$ cat src/rtl/hazard_ctrl.sv
// Pipeline hazard controller: stage enables/flushes from load-use, redirect, fetch miss and data-memory freeze.
// Optional HAZARD_CTRL_PERF_EN macro adds saturating stall/flush performance counters.
module hazard_ctrl #(
  parameter int REG_ADDR_W  = 5,
  parameter int MEM_TIMEOUT = 255
) (
  input  logic                  clk,
  input  logic                  rst,
  input  logic [REG_ADDR_W-1:0] id_rs1,
  input  logic [REG_ADDR_W-1:0] id_rs2,
  input  logic                  id_use_rs1,
  input  logic                  id_use_rs2,
  input  logic [REG_ADDR_W-1:0] ex_rd,
  input  logic                  ex_mem_read,
  input  logic                  ex_branch_taken,
  input  logic                  imem_ready,
  input  logic                  dmem_busy,
  output logic                  pc_we,
  output logic                  ifid_we,
  output logic                  ifid_flush,
  output logic                  idex_we,
  output logic                  idex_flush,
  output logic                  exmem_we,
  output logic                  memwb_we,
  output logic                  mem_timeout,
  output logic [31:0]           stall_cnt,
  output logic [31:0]           flush_cnt
);

  localparam logic [0:0]  RUN       = 1'b0;
  localparam logic [0:0]  MEM_WAIT  = 1'b1;
  localparam logic [15:0] TIMEOUT_V = 16'(MEM_TIMEOUT);

  function automatic logic [15:0] sat_inc16(input logic [15:0] v);
    return (v == 16'hFFFF) ? v : v + 16'd1;
  endfunction

  logic [0:0]  state;
  logic [15:0] wait_cnt;
  logic        load_use;
  logic        redirect;

  // x0 is hardwired zero, so a load targeting it never creates a dependency
  assign load_use = ex_mem_read && (ex_rd != '0) &&
                    ((id_use_rs1 && (id_rs1 == ex_rd)) ||
                     (id_use_rs2 && (id_rs2 == ex_rd)));
  assign redirect = !dmem_busy && ex_branch_taken;

  always_comb begin
    pc_we      = 1'b1;
    ifid_we    = 1'b1;
    ifid_flush = 1'b0;
    idex_we    = 1'b1;
    idex_flush = 1'b0;
    exmem_we   = 1'b1;
    memwb_we   = 1'b1;
    if (dmem_busy) begin
      pc_we    = 1'b0;
      ifid_we  = 1'b0;
      idex_we  = 1'b0;
      exmem_we = 1'b0;
      memwb_we = 1'b0;
    end else if (ex_branch_taken) begin
      ifid_flush = 1'b1;
      idex_flush = 1'b1;
    end else if (load_use) begin
      pc_we      = 1'b0;
      ifid_we    = 1'b0;
      idex_we    = 1'b0;
      idex_flush = 1'b1;
    end else if (!imem_ready) begin
      pc_we      = 1'b0;
      ifid_flush = 1'b1;
    end
  end

  always_ff @(posedge clk) begin
    if (rst) begin
      state       <= RUN;
      wait_cnt    <= '0;
      mem_timeout <= 1'b0;
    end else begin
      case (state)
        RUN: begin
          if (dmem_busy) begin
            state    <= MEM_WAIT;
            wait_cnt <= '0;
          end
        end
        default: begin
          wait_cnt <= sat_inc16(wait_cnt);
          // sticky: the FSM keeps waiting, only the flag reports the overrun
          if (wait_cnt >= TIMEOUT_V) mem_timeout <= 1'b1;
          if (!dmem_busy) state <= RUN;
        end
      endcase
    end
  end

`ifdef HAZARD_CTRL_PERF_EN
  function automatic logic [31:0] sat_inc32(input logic [31:0] v);
    return (v == 32'hFFFF_FFFF) ? v : v + 32'd1;
  endfunction

  always_ff @(posedge clk) begin
    if (rst) begin
      stall_cnt <= '0;
      flush_cnt <= '0;
    end else begin
      if (!pc_we)   stall_cnt <= sat_inc32(stall_cnt);
      if (redirect) flush_cnt <= sat_inc32(flush_cnt);
    end
  end
`else
  assign stall_cnt = '0;
  assign flush_cnt = '0;
`endif

endmodule

$ cat config.mk
export PLATFORM = sky130hd
export DESIGN_NAME = hazard_ctrl
export DESIGN_NICKNAME = d
export VERILOG_FILES = /design/src/rtl/hazard_ctrl.sv
export SDC_FILE = /design/constraint.sdc
export NUM_CORES = 1
export LEC_CHECK = 0
export CORE_MARGIN = 8
export CORE_UTILIZATION = 30
export DETAILED_ROUTE_END_ITERATION = 16
export DONT_BUFFER_PORTS = 1
export HOLD_SLACK_MARGIN = 0.05
export SLEW_MARGIN = 5
export SYNTH_ARGS = -nofsm -noshare
export SYNTH_HDL_FRONTEND = slang
export SYNTH_SLANG_ARGS = --single-unit
$ cat constraint.sdc
create_clock -name clk -period 2.4 [get_ports clk]
set_clock_uncertainty 0.1 [all_clocks]
set_input_delay 0.36 -clock clk [delete_from_list [all_inputs] [get_ports clk]]
set_output_delay 0.36 -clock clk [all_outputs]
set_load 0.01 [all_outputs]
==> flow_summary.yaml <==
die:
  start_util_pct: 30.9
  die_y_um: 91.3
  dieArea_um2: 8330
  core_um2: 5510
  rows: 27
  die_w_um: 91.3
  ioPinCount: 95
timing:
  fmax_mhz: 447
  setup_tns_ns: 0
  grt_setup_unrepaired: "no"
  setup_viol: 0
  tightestPinTransition_ns: 0.516
  finalCritPeriodShare_pct: 93.1
  relSlewSlack_pct: 65.3
  finalWorstSetupSlack_ns: 0.165
  min_period_ns: 2.24
  hold_viol: 0
  slew_viol_final: 0
yosys:
  synth-main-ff-cell: "dfxtp_1"
  yosysTopAreaCell: "buf_4"
  ys_seq_area_share_pct: 21.2
  yosys_register_bits: 18
  synth-edff-count: 0
  synth_area_leaders: "buf_4, dfxtp_1, xnor2_1"
  synth_cell_types: 44
  synth_area_um2: 1700
  synthArstFlopShare_pct: 0
  netlist_instances: 223
  yosysTopAreaCellShare_pct: 29.1
  ys.warnings.count: 0
  syn_area_per_cell_um2: 7.63
critical_path:
  crit_type: "flop to flop"
  path_cells: "ha_2, nand3_4, or4_4, or4_1, a311oi_1"
  path_max_fanout: 7
  cpPeakStageDelay_ns: 0.61
  path_buf_inv: 0
  r2r-start: "wait_cnt[0]"
  reg2reg_depth: 5
  crit_family: "simple AND/OR/NAND/NOR gates"
  worstPathArrival_ns: 2.30
  r2r_slack_ns: 0.16
  worst_ep_required_time_ns: 2.47
  worst_r2r_endpoint: "wait_cnt[12]"
  critPathSlowestCell: "or4_4"
  startpoint_type: "flop"
  endpoint_kind: "flop"
layout:
  drive_gt1_share_pct: 7.56
  ff_latch_area_um2: 360
  final_area_um2: 1620
  multiInputGateArea_um2: 1030
  utilization_pct: 29.4
  num-nets-final: 250
  num_antenna_cells: 0
  fill_cells: 618
  syn_to_final_growth_pct: -4.93
job:
  maxCapViolations: 0
grt:
  grt_remaining_overflow: 0
  grt_pass1_wl_um: 6270
  grt_max_degree: 17
  grt_antenna_before_repair: 0
  grt_pass1_vias: 1319
  gr-usage-all-layers_pct: 8.73
route:
  wl_um: 3910
  wl_met3_um: 339
  via_per_inst: 4.65
  avgRoutedWirePerCell_um: 13.2
  first_pass_iters: 4
  met1Wirelength_um: 1600
  drc: 0
  top_layer_used: "met4"
  drt_iter0_drc: 90
  antenna_left: 0
  vias: 1380
  wl_met2_um: 1890
placed_design:
  dpl_cell_area_um2: 1550
  dp_hpwl_um: 3160
  io_buffers: 0
  gp_congestion: 0.820
  dp_worst_setup_slack_ns: 0.0889
power_and_ir_drop:
  clockPowerShare_pct: 37.6
  vdd_drop_max_mv: 0.144
  combPwrFrac_pct: 16.3
  p_leak_nw: 0.639
  switching_share_pct: 28.1
  p_seq_share_pct: 46.2
  cellPowerDensity_nw_per_um2: 408
  netSwitchingPower_uw: 186
  p_int_uw: 474
clock_network:
  cts_tree: "yes"
  cts.htree.levels: 1
  clk_path_buf_depth: 2
  clk-insertion-delay-late_ns: 0.26
  cts_inserted_buffers: 3
  clkTransAtPathRegs_ns: 0.07
  clock_sinks: 18
  cts_root_buffer: "clkbuf_8"
run_status:
  outcome: "finished, final reports clean"
worst_hold_path:
  hold_class: "primary input to flop"
  hp-start: "rst"
  hold_path_depth: 1
  worstHoldEndpoint: "state"
kinds of logic (layout without fill, tap and decap cells):
family | Yosys count | count (layout) | share of synthesized area (%)
buffers and inverters | 81 | 20 | 32.5
flip-flops | 18 | 18 | 21.2
AO/OA/AOI/OAI | 39 | 39 | 15.4
other | 1 | 64 | 0.221
adder cells (fa/ha/maj) | 1 | 1 | 0.736
XOR/XNOR | 10 | 10 | 5.15
AND/OR/NAND/NOR | 71 | 71 | 23.6
multiplexers | 2 | 2 | 1.18
synthesized netlist by cell type, types with 3 or more instances:
cell type / number
o21ai_0: 7
nor3_1: 4
xnor2_1: 10
a31oi_1: 9
inv_1: 11
buf_4: 66
nor2_1: 7
nand3_1: 8
o211ai_1: 3
nor4_1: 5
nand2_1: 17
or4_1: 5
a21oi_1: 5
dfxtp_1: 18
clkbuf_1: 3
and3_1: 4
nand4_1: 6
worst max-delay path by stage:
stage | slack (ns) | endpoint | start | depth (start not counted)
final | 0.16 | wait_cnt[12] | wait_cnt[0] | 5
after detailed placement | 0.09 | wait_cnt[12] | wait_cnt[0] | 5
after global routing | 0.03 | wait_cnt[12] | wait_cnt[0] | 5
after CTS | 0.07 | wait_cnt[12] | wait_cnt[0] | 5
after global placement | 0.14 | wait_cnt[12] | wait_cnt[0] | 5
after floorplan | 0.21 | wait_cnt[12] | wait_cnt[0] | 6
registers in the layout (all words and copies together), names as in the netlist:
name,cells
wait_cnt,16
state,1
mem_timeout,1
timing repair:
action | in CTS | in global routing
endpoints found under the setup margin | 0 | 4
hold buffers | 0 | 1
gates resized for setup | 0 | 3
setup buffers | 0 | 0
hold endpoints to repair | 0 | 1
stage by stage:
step / std cells / hold WS [ns] / power [mW]
after floorplan: 286 / 0.349 / 0.482
after global placement: 292 / 0.331 / 0.413
after detailed placement: 292 / 0.334 / 0.413
after CTS: 296 / 0.0587 / 0.660
after global routing: 297 / 0.0504 / 0.695
final: 297 / 0.0609 / 0.660
placed cells by master (no fill, tap or decap), drive strengths merged:
| cell type | instances |
|---|---|
| conb | 64 |
| dfxtp | 18 |
| nand2 | 17 |
| inv | 11 |
| xnor2 | 10 |
| a31oi | 9 |
| nand3 | 9 |
| nor2 | 7 |
| o21ai | 7 |
| nand4 | 6 |
| nor4 | 6 |
| a21oi | 5 |
| or4 | 5 |
| and3 | 5 |
| nor3 | 4 |
| clkbuf | 4 |
| buf | 4 |
| o211ai | 3 |
| or3 | 3 |
| o22ai | 2 |
| or2 | 2 |
| nor2b | 2 |
| o311ai | 2 |
| a311oi | 2 |
| mux2i | 2 |
| o32ai | 2 |
| a211oi | 1 |
| a22o | 1 |
| a221oi | 1 |
| a31o | 1 |
| nand2b | 1 |
| o31ai | 1 |
| o31a | 1 |
| nand4b | 1 |
| nor3b | 1 |
| and2 | 1 |
| and3b | 1 |
| o21bai | 1 |
| ha | 1 |
| dlygate4sd3 | 1 |
power groups by stage:
stage,clock (mW),sequential (mW),combinational (mW)
after floorplan,0,0.309,0.173
after global placement,0,0.311,0.102
after detailed placement,0,0.312,0.102
after CTS,0.254,0.305,0.102
after global routing,0.270,0.305,0.120
final,0.248,0.305,0.107
metal layers:
layer | up-vias | GRT usage [%]
met5 | - | 0
met4 | 0 | 3.82
met3 | 4 | 2.39
met2 | 75 | 14.9
met1 | 635 | 9.98
li1 | 666 | -
layout make-up:
class                   instances  area share [%]
inverters                      11            2.55
multi-input cells             187            63.7
repair buffers                  5            2.48
flip-flops and latches         18            22.3
well taps                      72            5.57
clock buffers                   4            3.41
Note: power is estimated with default switching activity, not from simulation.
